$ cat src/rtl/alsu_cmd_issuer_if.sv
// Bundle of every signal between the issuer and its neighbours: the command
// stream from the control master, the pin drive to the ALSU and the ALSU
// result coming back, plus the response stream and the error counter.
// The issuer uses the slave view. The master view covers everything outside
// the issuer: the control master, the consumer and the ALSU.
interface alsu_cmd_issuer_if #(
  parameter int TAG_W = 4
);
  // Command stream
  logic             cmd_valid;
  logic             cmd_ready;
  logic [TAG_W-1:0] cmd_tag;
  logic [2:0]       cmd_opcode;
  logic [2:0]       cmd_A;
  logic [2:0]       cmd_B;
  logic             cmd_cin;
  logic             cmd_serial_in;
  logic             cmd_direction;
  logic             cmd_red_op_A;
  logic             cmd_red_op_B;
  logic             cmd_bypass_A;
  logic             cmd_bypass_B;

  // ALSU pin drive and registered ALSU result
  logic [2:0]       alsu_A;
  logic [2:0]       alsu_B;
  logic [2:0]       alsu_opcode;
  logic             alsu_cin;
  logic             alsu_serial_in;
  logic             alsu_direction;
  logic             alsu_red_op_A;
  logic             alsu_red_op_B;
  logic             alsu_bypass_A;
  logic             alsu_bypass_B;
  logic [5:0]       alsu_out;

  // Response stream and error count
  logic             rsp_valid;
  logic             rsp_ready;
  logic [TAG_W-1:0] rsp_tag;
  logic [5:0]       rsp_out;
  logic             rsp_invalid;
  logic [7:0]       err_count;

  modport master (
    output cmd_valid, cmd_tag, cmd_opcode, cmd_A, cmd_B, cmd_cin,
           cmd_serial_in, cmd_direction, cmd_red_op_A, cmd_red_op_B,
           cmd_bypass_A, cmd_bypass_B, alsu_out, rsp_ready,
    input  cmd_ready, alsu_A, alsu_B, alsu_opcode, alsu_cin, alsu_serial_in,
           alsu_direction, alsu_red_op_A, alsu_red_op_B, alsu_bypass_A,
           alsu_bypass_B, rsp_valid, rsp_tag, rsp_out, rsp_invalid, err_count
  );

  modport slave (
    input  cmd_valid, cmd_tag, cmd_opcode, cmd_A, cmd_B, cmd_cin,
           cmd_serial_in, cmd_direction, cmd_red_op_A, cmd_red_op_B,
           cmd_bypass_A, cmd_bypass_B, alsu_out, rsp_ready,
    output cmd_ready, alsu_A, alsu_B, alsu_opcode, alsu_cin, alsu_serial_in,
           alsu_direction, alsu_red_op_A, alsu_red_op_B, alsu_bypass_A,
           alsu_bypass_B, rsp_valid, rsp_tag, rsp_out, rsp_invalid, err_count
  );
endinterface

$ cat src/rtl/alsu_cmd_issuer.sv
// Initiator-side companion to the ALSU. It issues one command per cycle onto
// the ALSU pins and follows each command through the ALSU's two register
// stages. It then captures the matching result into a response FIFO.
// Acceptance is credit-limited: results in flight plus results buffered never
// exceed the FIFO depth, so every result always has a slot to land in.
module alsu_cmd_issuer #(
  parameter int RSP_DEPTH = 4,
  parameter int TAG_W     = 4
) (
  input  logic             clk,
  input  logic             rst,
  alsu_cmd_issuer_if.slave bus_if
);

  localparam int PTR_W = (RSP_DEPTH > 1) ? $clog2(RSP_DEPTH) : 1;
  localparam int CNT_W = $clog2(RSP_DEPTH + 1);
  localparam int OCC_W = CNT_W + 1;

  logic             accept;
  logic             cmd_inv;
  logic             push;
  logic             pop;
  logic             rsp_valid;
  logic [1:0]       inflight;
  logic [OCC_W-1:0] occupancy;

  logic             s0_valid_q, s1_valid_q, s2_valid_q;
  logic [TAG_W-1:0] s0_tag_q, s1_tag_q, s2_tag_q;
  logic             s0_inv_q, s1_inv_q, s2_inv_q;

  logic [TAG_W-1:0] tag_mem_q [RSP_DEPTH];
  logic [5:0]       out_mem_q [RSP_DEPTH];
  logic             inv_mem_q [RSP_DEPTH];
  logic [PTR_W-1:0] wr_ptr_q, rd_ptr_q;
  logic [CNT_W-1:0] fifo_count_q, fifo_count_d;
  logic [7:0]       err_count_q, err_count_d;

  function automatic logic [PTR_W-1:0] ptr_next(input logic [PTR_W-1:0] p);
    return (p == PTR_W'(RSP_DEPTH - 1)) ? '0 : p + 1'b1;
  endfunction

  // Invalid-command decode, credit check and handshake qualifiers
  always_comb begin
    cmd_inv   = (bus_if.cmd_opcode[2] & bus_if.cmd_opcode[1]) |
                ((bus_if.cmd_red_op_A | bus_if.cmd_red_op_B) &
                 (bus_if.cmd_opcode[1] | bus_if.cmd_opcode[2]));
    inflight  = 2'(s0_valid_q) + 2'(s1_valid_q) + 2'(s2_valid_q);
    occupancy = OCC_W'(inflight) + OCC_W'(fifo_count_q);
    rsp_valid = (fifo_count_q != '0);
    accept    = bus_if.cmd_valid && !rst && (occupancy < OCC_W'(RSP_DEPTH));
    push      = s2_valid_q;
    pop       = rsp_valid && bus_if.rsp_ready;
  end

  assign bus_if.cmd_ready   = !rst && (occupancy < OCC_W'(RSP_DEPTH));
  assign bus_if.rsp_valid   = rsp_valid;
  assign bus_if.rsp_tag     = rsp_valid ? tag_mem_q[rd_ptr_q] : '0;
  assign bus_if.rsp_out     = rsp_valid ? out_mem_q[rd_ptr_q] : '0;
  assign bus_if.rsp_invalid = rsp_valid ? inv_mem_q[rd_ptr_q] : 1'b0;
  assign bus_if.err_count   = err_count_q;

  // Load the accepted command onto the ALSU pins, otherwise drive a zero NOP
  always_ff @(posedge clk) begin
    if (rst || !accept) begin
      bus_if.alsu_A         <= '0;
      bus_if.alsu_B         <= '0;
      bus_if.alsu_opcode    <= '0;
      bus_if.alsu_cin       <= 1'b0;
      bus_if.alsu_serial_in <= 1'b0;
      bus_if.alsu_direction <= 1'b0;
      bus_if.alsu_red_op_A  <= 1'b0;
      bus_if.alsu_red_op_B  <= 1'b0;
      bus_if.alsu_bypass_A  <= 1'b0;
      bus_if.alsu_bypass_B  <= 1'b0;
    end else begin
      bus_if.alsu_A         <= bus_if.cmd_A;
      bus_if.alsu_B         <= bus_if.cmd_B;
      bus_if.alsu_opcode    <= bus_if.cmd_opcode;
      bus_if.alsu_cin       <= bus_if.cmd_cin;
      bus_if.alsu_serial_in <= bus_if.cmd_serial_in;
      bus_if.alsu_direction <= bus_if.cmd_direction;
      bus_if.alsu_red_op_A  <= bus_if.cmd_red_op_A;
      bus_if.alsu_red_op_B  <= bus_if.cmd_red_op_B;
      bus_if.alsu_bypass_A  <= bus_if.cmd_bypass_A;
      bus_if.alsu_bypass_B  <= bus_if.cmd_bypass_B;
    end
  end

  // Shadow the ALSU pipeline so s2 lines up with the ALSU result register
  always_ff @(posedge clk) begin
    if (rst) begin
      s0_valid_q <= 1'b0;
      s1_valid_q <= 1'b0;
      s2_valid_q <= 1'b0;
      s0_tag_q   <= '0;
      s1_tag_q   <= '0;
      s2_tag_q   <= '0;
      s0_inv_q   <= 1'b0;
      s1_inv_q   <= 1'b0;
      s2_inv_q   <= 1'b0;
    end else begin
      s0_valid_q <= accept;
      s0_tag_q   <= accept ? bus_if.cmd_tag : '0;
      s0_inv_q   <= accept & cmd_inv;
      s1_valid_q <= s0_valid_q;
      s1_tag_q   <= s0_tag_q;
      s1_inv_q   <= s0_inv_q;
      s2_valid_q <= s1_valid_q;
      s2_tag_q   <= s1_tag_q;
      s2_inv_q   <= s1_inv_q;
    end
  end

  // FIFO storage; the slots need no reset because the head is gated by rsp_valid
  always_ff @(posedge clk) begin
    if (push) begin
      tag_mem_q[wr_ptr_q] <= s2_tag_q;
      out_mem_q[wr_ptr_q] <= bus_if.alsu_out;
      inv_mem_q[wr_ptr_q] <= s2_inv_q;
    end
  end

  // Next occupancy of the FIFO and the saturating error count
  always_comb begin
    fifo_count_d = fifo_count_q;
    if (push && !pop) begin
      fifo_count_d = fifo_count_q + 1'b1;
    end else if (pop && !push) begin
      fifo_count_d = fifo_count_q - 1'b1;
    end
    err_count_d = err_count_q;
    if (accept && cmd_inv && (err_count_q != 8'hFF)) begin
      err_count_d = err_count_q + 8'd1;
    end
  end

  // FIFO pointers, occupancy and error counter state
  always_ff @(posedge clk) begin
    if (rst) begin
      wr_ptr_q     <= '0;
      rd_ptr_q     <= '0;
      fifo_count_q <= '0;
      err_count_q  <= '0;
    end else begin
      if (push) wr_ptr_q <= ptr_next(wr_ptr_q);
      if (pop)  rd_ptr_q <= ptr_next(rd_ptr_q);
      fifo_count_q <= fifo_count_d;
      err_count_q  <= err_count_d;
    end
  end

endmodule

$ cat src/flat_wrapper.sv
// flat-port wrapper written by rule: the top's interface ports become plain ports
module alsu_cmd_issuer_flat 
#(
  parameter int RSP_DEPTH = 4,
  parameter int TAG_W     = 4
)
  (clk, rst, bus_if_cmd_valid, bus_if_cmd_tag, bus_if_cmd_opcode, bus_if_cmd_A, bus_if_cmd_B, bus_if_cmd_cin, bus_if_cmd_serial_in, bus_if_cmd_direction, bus_if_cmd_red_op_A, bus_if_cmd_red_op_B, bus_if_cmd_bypass_A, bus_if_cmd_bypass_B, bus_if_alsu_out, bus_if_rsp_ready, bus_if_cmd_ready, bus_if_alsu_A, bus_if_alsu_B, bus_if_alsu_opcode, bus_if_alsu_cin, bus_if_alsu_serial_in, bus_if_alsu_direction, bus_if_alsu_red_op_A, bus_if_alsu_red_op_B, bus_if_alsu_bypass_A, bus_if_alsu_bypass_B, bus_if_rsp_valid, bus_if_rsp_tag, bus_if_rsp_out, bus_if_rsp_invalid, bus_if_err_count);
  alsu_cmd_issuer_if #(.TAG_W(TAG_W)) bus_if_i ();
  input  logic clk;
  input  logic rst;
  input wire logic [$bits(bus_if_i.cmd_valid)-1:0] bus_if_cmd_valid;
  input wire logic [$bits(bus_if_i.cmd_tag)-1:0] bus_if_cmd_tag;
  input wire logic [$bits(bus_if_i.cmd_opcode)-1:0] bus_if_cmd_opcode;
  input wire logic [$bits(bus_if_i.cmd_A)-1:0] bus_if_cmd_A;
  input wire logic [$bits(bus_if_i.cmd_B)-1:0] bus_if_cmd_B;
  input wire logic [$bits(bus_if_i.cmd_cin)-1:0] bus_if_cmd_cin;
  input wire logic [$bits(bus_if_i.cmd_serial_in)-1:0] bus_if_cmd_serial_in;
  input wire logic [$bits(bus_if_i.cmd_direction)-1:0] bus_if_cmd_direction;
  input wire logic [$bits(bus_if_i.cmd_red_op_A)-1:0] bus_if_cmd_red_op_A;
  input wire logic [$bits(bus_if_i.cmd_red_op_B)-1:0] bus_if_cmd_red_op_B;
  input wire logic [$bits(bus_if_i.cmd_bypass_A)-1:0] bus_if_cmd_bypass_A;
  input wire logic [$bits(bus_if_i.cmd_bypass_B)-1:0] bus_if_cmd_bypass_B;
  input wire logic [$bits(bus_if_i.alsu_out)-1:0] bus_if_alsu_out;
  input wire logic [$bits(bus_if_i.rsp_ready)-1:0] bus_if_rsp_ready;
  output wire logic [$bits(bus_if_i.cmd_ready)-1:0] bus_if_cmd_ready;
  output wire logic [$bits(bus_if_i.alsu_A)-1:0] bus_if_alsu_A;
  output wire logic [$bits(bus_if_i.alsu_B)-1:0] bus_if_alsu_B;
  output wire logic [$bits(bus_if_i.alsu_opcode)-1:0] bus_if_alsu_opcode;
  output wire logic [$bits(bus_if_i.alsu_cin)-1:0] bus_if_alsu_cin;
  output wire logic [$bits(bus_if_i.alsu_serial_in)-1:0] bus_if_alsu_serial_in;
  output wire logic [$bits(bus_if_i.alsu_direction)-1:0] bus_if_alsu_direction;
  output wire logic [$bits(bus_if_i.alsu_red_op_A)-1:0] bus_if_alsu_red_op_A;
  output wire logic [$bits(bus_if_i.alsu_red_op_B)-1:0] bus_if_alsu_red_op_B;
  output wire logic [$bits(bus_if_i.alsu_bypass_A)-1:0] bus_if_alsu_bypass_A;
  output wire logic [$bits(bus_if_i.alsu_bypass_B)-1:0] bus_if_alsu_bypass_B;
  output wire logic [$bits(bus_if_i.rsp_valid)-1:0] bus_if_rsp_valid;
  output wire logic [$bits(bus_if_i.rsp_tag)-1:0] bus_if_rsp_tag;
  output wire logic [$bits(bus_if_i.rsp_out)-1:0] bus_if_rsp_out;
  output wire logic [$bits(bus_if_i.rsp_invalid)-1:0] bus_if_rsp_invalid;
  output wire logic [$bits(bus_if_i.err_count)-1:0] bus_if_err_count;
  assign bus_if_i.cmd_valid = bus_if_cmd_valid;
  assign bus_if_i.cmd_tag = bus_if_cmd_tag;
  assign bus_if_i.cmd_opcode = bus_if_cmd_opcode;
  assign bus_if_i.cmd_A = bus_if_cmd_A;
  assign bus_if_i.cmd_B = bus_if_cmd_B;
  assign bus_if_i.cmd_cin = bus_if_cmd_cin;
  assign bus_if_i.cmd_serial_in = bus_if_cmd_serial_in;
  assign bus_if_i.cmd_direction = bus_if_cmd_direction;
  assign bus_if_i.cmd_red_op_A = bus_if_cmd_red_op_A;
  assign bus_if_i.cmd_red_op_B = bus_if_cmd_red_op_B;
  assign bus_if_i.cmd_bypass_A = bus_if_cmd_bypass_A;
  assign bus_if_i.cmd_bypass_B = bus_if_cmd_bypass_B;
  assign bus_if_i.alsu_out = bus_if_alsu_out;
  assign bus_if_i.rsp_ready = bus_if_rsp_ready;
  assign bus_if_cmd_ready = bus_if_i.cmd_ready;
  assign bus_if_alsu_A = bus_if_i.alsu_A;
  assign bus_if_alsu_B = bus_if_i.alsu_B;
  assign bus_if_alsu_opcode = bus_if_i.alsu_opcode;
  assign bus_if_alsu_cin = bus_if_i.alsu_cin;
  assign bus_if_alsu_serial_in = bus_if_i.alsu_serial_in;
  assign bus_if_alsu_direction = bus_if_i.alsu_direction;
  assign bus_if_alsu_red_op_A = bus_if_i.alsu_red_op_A;
  assign bus_if_alsu_red_op_B = bus_if_i.alsu_red_op_B;
  assign bus_if_alsu_bypass_A = bus_if_i.alsu_bypass_A;
  assign bus_if_alsu_bypass_B = bus_if_i.alsu_bypass_B;
  assign bus_if_rsp_valid = bus_if_i.rsp_valid;
  assign bus_if_rsp_tag = bus_if_i.rsp_tag;
  assign bus_if_rsp_out = bus_if_i.rsp_out;
  assign bus_if_rsp_invalid = bus_if_i.rsp_invalid;
  assign bus_if_err_count = bus_if_i.err_count;
  alsu_cmd_issuer #(.RSP_DEPTH(RSP_DEPTH), .TAG_W(TAG_W)) u_core (.clk(clk), .rst(rst), .bus_if(bus_if_i));
endmodule
$ cat config.mk
export PLATFORM = sky130hd
export DESIGN_NAME = alsu_cmd_issuer_flat
export DESIGN_NICKNAME = d
export VERILOG_FILES = /design/src/rtl/alsu_cmd_issuer_if.sv /design/src/rtl/alsu_cmd_issuer.sv /design/src/flat_wrapper.sv
export SDC_FILE = /design/constraint.sdc
export NUM_CORES = 1
export LEC_CHECK = 0
export CAP_MARGIN = 5
export CORE_MARGIN = 4
export CORE_UTILIZATION = 55
export CTS_BUF_LIST = sky130_fd_sc_hd__clkbuf_16
export DETAILED_ROUTE_END_ITERATION = 7
export PLACE_DENSITY = 0.89
export SETUP_SLACK_MARGIN = 0.15
export SLEW_MARGIN = 25
export SYNTH_ARGS = -nofsm -noshare
export SYNTH_HDL_FRONTEND = slang
export SYNTH_SLANG_ARGS = --single-unit
$ cat constraint.sdc
create_clock -name clk -period 4.4 [get_ports clk]
set_input_delay 0.88 -clock clk [delete_from_list [all_inputs] [get_ports clk]]
set_output_delay 0.88 -clock clk [all_outputs]
set_load 0.1 [all_outputs]
==> impl_results.md, run 1 <==
- Status: finished clean
- Final WL: between 6000 and 7000 µm
- Die Wd: approximately 89 µm
- Critical path capture point type: output pin
- Yosys top cell area share: 0.369
- Worst-path cell chain: mux4_2 > and2_1 > clkdlybuf4s50_1
- Share of cells above drive strength 1: 0.105
- Worst vdd ir: around 0.63 mV
- Gr usage total: 0.183
- DRC violation count after routing: 0
- Slew Viols, Final: 0
- Worst-Margin Slew: 1020 ps
- F_max: 0.264 GHz
- Clk sinks: between 90 and 100
- Most used DFF post-synth: dfxtp_1
- Ant diodes: 0
- Critical Path Stages: 3
- #FFs+latches synth: between 90 and 100
- FF-to-FF path depth: 8
- Post-synthesis cell type count: 41
- Post-synthesis compound-gate area fraction: 0.0440
- Mux contribution to synthesized area: 0.0806
- DRT iter0 DRCs: between 70 and 80
- # IOs: 67
- Family with the most delay on the worst path: buffers and inverters
- Synth warn: 0
- Row cnt: 29
- Initial Util: 0.565
- Ranking of synthesized cells by area: edfxtp_1 (37%), dfxtp_1 (28%), mux4_2 (6.9%), and2_1 (6.3%), ha_1 (2.8%)
- Final Cycle Share: 0.859
- Clock root buffer: clkbuf_16
- H-tree depth: 3
- Final Hold Viols: 0
- Final Cell Area: between 4000 and 5000 µm²
- Worst path required time: 3520 ps
- Antenna violation net count after detailed routing: 0
- Post-Syn Instances: approximately 250
- Final #Nets: 360
- P per Cell Area: roughly 640 nW/µm²
- 1st-pass router iterations: 4
- Clock skew: between 6 and 7 ps
- Final Setup Violations: 0
- Vias per inst: 5.30
- First-pass GRT wire length: 10,700 µm
- LEAKAGE: 0.00168 µW
- IO Port Bufs: between 60 and 70
- Cell with the most instances after synthesis: dfxtp_1
- Vias in the first global route: roughly 2,200
- Post-Synth XOR/XNOR Area: 0.00489
- Post-DR wirelength/cell: 16.1 µm
- Area Overhead vs Synth: 29.5%
- Post-synth EDFFs: 44
- Core area: around 6300 µm²
- Crit path launch type: register
- Hold-fix buffers at CTS: 0
- Clock Latency Late Sink: about 330 ps
- Adder-Cell Fraction of Synth Area: 0.0391
- Post-Syn Nets: 292
- Antenna violations before repair: 0
- Post-CTS sizing: 0
- Total buffers and inverters traversed by the critical path: 1
- Async S/R FF share, synth: 0
- DP HPWL: roughly 4400 µm
- Post-synthesis sequential area ratio: 0.653
- Total grt overflow: 0
- Post-synth top cells: dfxtp_1 (51), edfxtp_1 (44), and2_1 (36), nor2b_1 (14), nor2_1 (12)
- CTS buffer count: 9
- Setup repair bufs after CTS: 0
- Global placement routability congestion: roughly 0.88
- CTS max path bufs: 2
- Largest net degree at the start of global routing: 30
- Max FO, Critical Path: 11
- Clock transition at path regs: 70 ps
- RSZ-0062 raised after global routing: false
- Die height: just under 90 µm
- Critical path type: reg2out
- TritonCTS clock tree: yes
- Mean post-synth cell area: between 10 and 15 µm²
- Synthesized cell area: about 3600 µm²
- Crit path DAT: slightly below 3000 ps
- Vias: 2,130
- Hold Crit Class: reg2reg
- Yosys top cell by area: edfxtp_1
- Die ar.: about 8000 µm²
- DP Area: approximately 4300 µm²
- Combinational family with the most area after synthesis: simple AND/OR/NAND/NOR gates
- Sum of negative setup slack: 0 ps
- WHS Path Cells: 1
- Final min period: around 3800 ps
- Slowest-stage cell, CP: clkdlybuf4s50_1
- Max_slew headroom: 0.315
- Simple-gate share of the synthesized area: 0.151
- Max cap viols: 0
- CP max stage delay: 970 ps
-- where the power goes --
part / leakage (µW) / total [µW] / internal, µW / switching, µW
Sequential: 0.000817 / 1040 / 981 / 61.5
Combinational: 0.000698 / 1070 / 299 / 772
Clock: 0.000164 / 850 / 534 / 317
Total: 0.00168 / 2960 / 1810 / 1150
-- cell families after synthesis --
group	Yosys count
mux	15
xor+xnor	2
buf+inv	21
fa+ha+maj	10
flops	95
simple gates	89
compound gates	20
-- through the flow --
step | std cells | hold WS [ps] | setup WS (ps) | total power (µW) | util
after floorplan | 252 | 414 | 892 | 1890 | -
after global placement | 386 | 418 | 1030 | 2110 | 0.678
after detailed placement | 386 | 422 | 961 | 2140 | 0.678
after CTS | 402 | 441 | 511 | 2990 | 0.731
after global routing | 402 | 461 | 447 | 3080 | 0.731
final | 402 | 437 | 618 | 2960 | 0.731
-- path summary, 6_finish.rpt --
check	slack (ps)	startpoint	end
setup / recovery	620	register	bus_if_rsp_invalid
hold / removal	440	u_core.s0_tag_q[2]$_SDFF_PP0_	u_core.s1_tag_q[2]$_SDFF_PP0_
setup reg to reg	1850	u_core.fifo_count_q[2]$_SDFFE_PP0P_	u_core.fifo_count_q[2]$_SDFFE_PP0P_
hold reg to reg	440	u_core.s0_tag_q[2]$_SDFF_PP0_	u_core.s1_tag_q[2]$_SDFF_PP0_
-- layout make-up --
cell class | instances | area (µm²)
Sequential cell | 95 | 2340
Fill cell | 417 | 1710
Multi-Input combinational cell | 136 | 1140
Timing Repair Buffer | 67 | 678
Clock buffer | 10 | 250
Tap cell | 77 | 96.3
Clock inverter | 6 | 90.1
Inverter | 11 | 41.3
-- sequential cells by signal, summed over array words and instances (netlist names), 2 cells and up, named ones only --
signal and flops:
u_core.inv_mem_q 4, u_core.bus_if.alsu_B 3, u_core.rd_ptr_q 2, u_core.wr_ptr_q 2, u_core.s1_tag_q 4, u_core.tag_mem_q 16, u_core.s0_tag_q 4, u_core.out_mem_q 24
u_core.bus_if.alsu_opcode 3, u_core.fifo_count_q 3, u_core.s2_tag_q 4, u_core.bus_if.err_count 8, u_core.bus_if.alsu_A 3
-- cells in the final DEF (no fill, tap or decap), drive strengths merged, types with 2 or more instances in the layout --
cell type	instances
and2	37
nor3	4
mux2i	3
clkinv	2
nor2	12
bufinv	2
nor2b	14
a21oi	5
inv	12
nor4	2
xor2	2
edfxtp	44
fa	2
and4	2
or3	3
o311ai	2
nand2	6
clkdlybuf4s50	65
nand3	3
a31oi	4
clkbuf	10
o41ai	3
buf	2
mux4	11
dfxtp	51
ha	8
-- routing by layer --
metal | vias up | GRT usage | wire length [µm]
met3 | 10 | 0.0764 | 521
met2 | 71 | 0.320 | 3350
met4 | 0 | 0.0659 | 97
met5 | - | 0 | 0
met1 | 1008 | 0.199 | 2490
li1 | 1041 | - | -
Power figures use the tool's default switching activity.
==> run 2, diff against run 1 <==
--- a/config.mk
+++ b/config.mk
@@ -5,10 +5,11 @@
 export SDC_FILE = /design/constraint.sdc
 export NUM_CORES = 1
 export LEC_CHECK = 0
-export CAP_MARGIN = 5
+export CAP_MARGIN = 20
 export CORE_MARGIN = 4
 export CORE_UTILIZATION = 55
 export CTS_BUF_LIST = sky130_fd_sc_hd__clkbuf_16
+export CTS_CLUSTER_SIZE = 14
 export DETAILED_ROUTE_END_ITERATION = 7
 export PLACE_DENSITY = 0.89
 export SETUP_SLACK_MARGIN = 0.15
==> results of run 2 <==
No change in the layout: final DEF, timing and power equal those of run 1.
==> run 3, diff against run 2 <==
--- a/config.mk
+++ b/config.mk
@@ -7,11 +7,12 @@
 export LEC_CHECK = 0
 export CAP_MARGIN = 20
 export CORE_MARGIN = 4
-export CORE_UTILIZATION = 55
+export CORE_UTILIZATION = 66
 export CTS_BUF_LIST = sky130_fd_sc_hd__clkbuf_16
 export CTS_CLUSTER_SIZE = 14
 export DETAILED_ROUTE_END_ITERATION = 7
-export PLACE_DENSITY = 0.89
+export DONT_BUFFER_PORTS = 1
+export PLACE_DENSITY = 0.87
 export SETUP_SLACK_MARGIN = 0.15
 export SLEW_MARGIN = 25
 export SYNTH_ARGS = -nofsm -noshare
==> run 3 against run 2 <==
Against the previous run: total power shrank 10%; fmax grew 22%; worst hold slack lost 10 ps; clock power shrank 15%; first-iteration DRC count grew 73%; largest power group is now sequential cells; critical endpoint is now bus_if_rsp_tag[3]; sequential power grew 14%; register-to-register slack lost 40 ps; global-route usage grew 2.1 points; final cell count shrank 18%; combinational power shrank 30%.
==> impl_results.md, run 3 (synthesized netlist as in run 1, its figures left out) <==
- Share of cells above drive strength 1: 0.135
- Crit path DAT: 2230 ps
- DP Area: 3630 µm²
- Ant diodes: 0
- Final Setup Violations: 0
- Worst path required time: between 3000 and 4000 ps
- Core area: 5170 µm²
- P per Cell Area: 678 nW/µm²
- CP max stage delay: 770 ps
- IO Port Bufs: 0
- Slowest-stage cell, CP: dfxtp_1
- Worst-Margin Slew: around 1100 ps
- Crit path launch type: register
- Worst-path cell chain: mux4_2 > and2_1
- Gr usage total: 0.205
- Max FO, Critical Path: 11
- Sw Share: 0.411
- Clock root buffer: clkbuf_16
- Pint: ~1600 µW
- CTS buffer count: 9
- Sum of negative setup slack: 0 ps
- Clock transition at path regs: 60 ps
- Area Overhead vs Synth: 9.42%
- RSZ-0062 raised after global routing: false
- TritonCTS clock tree: yes
- Total grt overflow: 0
- Max cap viols: 0
- Initial Util: 0.693
- DRT iter0 DRCs: ~130
- Hold Crit Class: reg2reg
- Max_slew headroom: 0.266
- Row cnt: 26
- Final #Nets: a little under 300
- Die Wd: 81.7 µm
- LEAKAGE: roughly 0.0014 µW
- Hold-fix buffers at CTS: 0
- Vias per inst: between 5 and 6
- H-tree depth: 3
- CTS max path bufs: 2
- Post-CTS sizing: 0
- Die ar.: around 6700 µm²
- Final Hold Viols: 0
- Final Cycle Share: 0.707
- First-pass GRT wire length: 9550 µm
- Hold_ws: ~430 ps
- Seq pwr share: 0.447
- Largest Register: u_core.out_mem_q
- Die height: between 80 and 90 µm
- Critical path capture point type: output pin
- Setup repair bufs after CTS: 0
- Placement Setup Slack: approximately 1600 ps
- Status: finished clean
- Final WL: slightly below 6000 µm
- Overall Power: about 2700 µW
- Largest register FFs: 24
- Comb pwr share: 0.281
- # IOs: 67
- Switching Power: about 1100 µW
- Final min period: 3110 ps
- Global placement routability congestion: 0.775
- Clock Latency Late Sink: 330 ps
- Worst vdd ir: around 0.45 mV
- DRC violation count after routing: 0
- DP HPWL: 4030 µm
- Commonest non-fill, non-tap cell in the layout: dfxtp_1
- Antenna violation net count after detailed routing: 0
- Antenna violations before repair: 0
- Clock skew: 9.91 ps
- 1st-pass router iterations: 4
- Clock Power Share: 0.272
- Slew Viols, Final: 0
- Vias: ~1,900
- Post-DR wirelength/cell: 17.9 µm
- Commonest non-fill, non-tap cells in the layout: dfxtp_1 (48), edfxtp_1 (44), and2_1 (36)
- Vias in the first global route: between 1,500 and 2,000
- F_max: 0.321 GHz
- Final Cell Area: slightly below 4000 µm²
- Critical path type: reg2out
- Largest net degree at the start of global routing: 30
- Setup WS post-layout: 1290 ps
- Clk sinks: 95
-- run 3: changes by cell type in the layout (fill, tap and decap cells not counted), moves of 3 or more --
cell and delta:
dfxtp_1 -3, dfxtp_2 +3, clkdlybuf4s50_1 -65, inv_1 +3
-- run 3: power groups by stage --
| stage | logic [µW] | clock network, µW | registers (µW) |
|---|---|---|---|
| after floorplan | 725 | 0 | 1170 |
| after detailed placement | 752 | 0 | 1210 |
| after global routing | 784 | 788 | 1200 |
| after global placement | 737 | 0 | 1200 |
| after CTS | 752 | 739 | 1190 |
| final | 747 | 724 | 1190 |
-- run 3: layout make-up --
class / instances / area [µm²]
clock buffers: 9 / 225
repair buffers: 2 / 15.0
well taps: 70 / 87.6
inverters: 11 / 41.3
multi-input cells: 136 / 1150
flip-flops and latches: 95 / 2350
clock inverters: 7 / 60.1
fillers: 310 / 1250
-- run 3: per-layer routing --
layer / track usage / vias up / share of wire
li1: - / 914 / -
met1: 0.245 / 931 / 0.40
met2: 0.324 / 81 / 0.50
met3: 0.0921 / 5 / 0.091
met4: 0.0847 / 0 / 0.011
met5: 0 / - / 0
-- run 3: worst paths after layout --
check                                             end                                start  depth (start not counted)  slack, ps
setup / recovery                    bus_if_rsp_tag[3]                             register                          2       1290
hold / removal          u_core.s2_tag_q[1]$_SDFF_PP0_        u_core.s1_tag_q[1]$_SDFF_PP0_                          1        430
setup reg to reg  u_core.fifo_count_q[2]$_SDFFE_PP0P_  u_core.fifo_count_q[2]$_SDFFE_PP0P_                          9       1810
hold reg to reg         u_core.s2_tag_q[1]$_SDFF_PP0_        u_core.s1_tag_q[1]$_SDFF_PP0_                          1        430
-- run 3: worst max-delay path: cells and delay by family, from the launching register on --
kind	cells	cell delay [ps]
AND/OR/NAND/NOR	1	770
multiplexers	1	360
flip-flops	1	770
-- run 3: stage by stage --
step,instances,util
floorplan,252,-
global placement,314,0.702
detailed placement,314,0.703
CTS,330,0.758
global route,330,0.758
finish,330,0.758
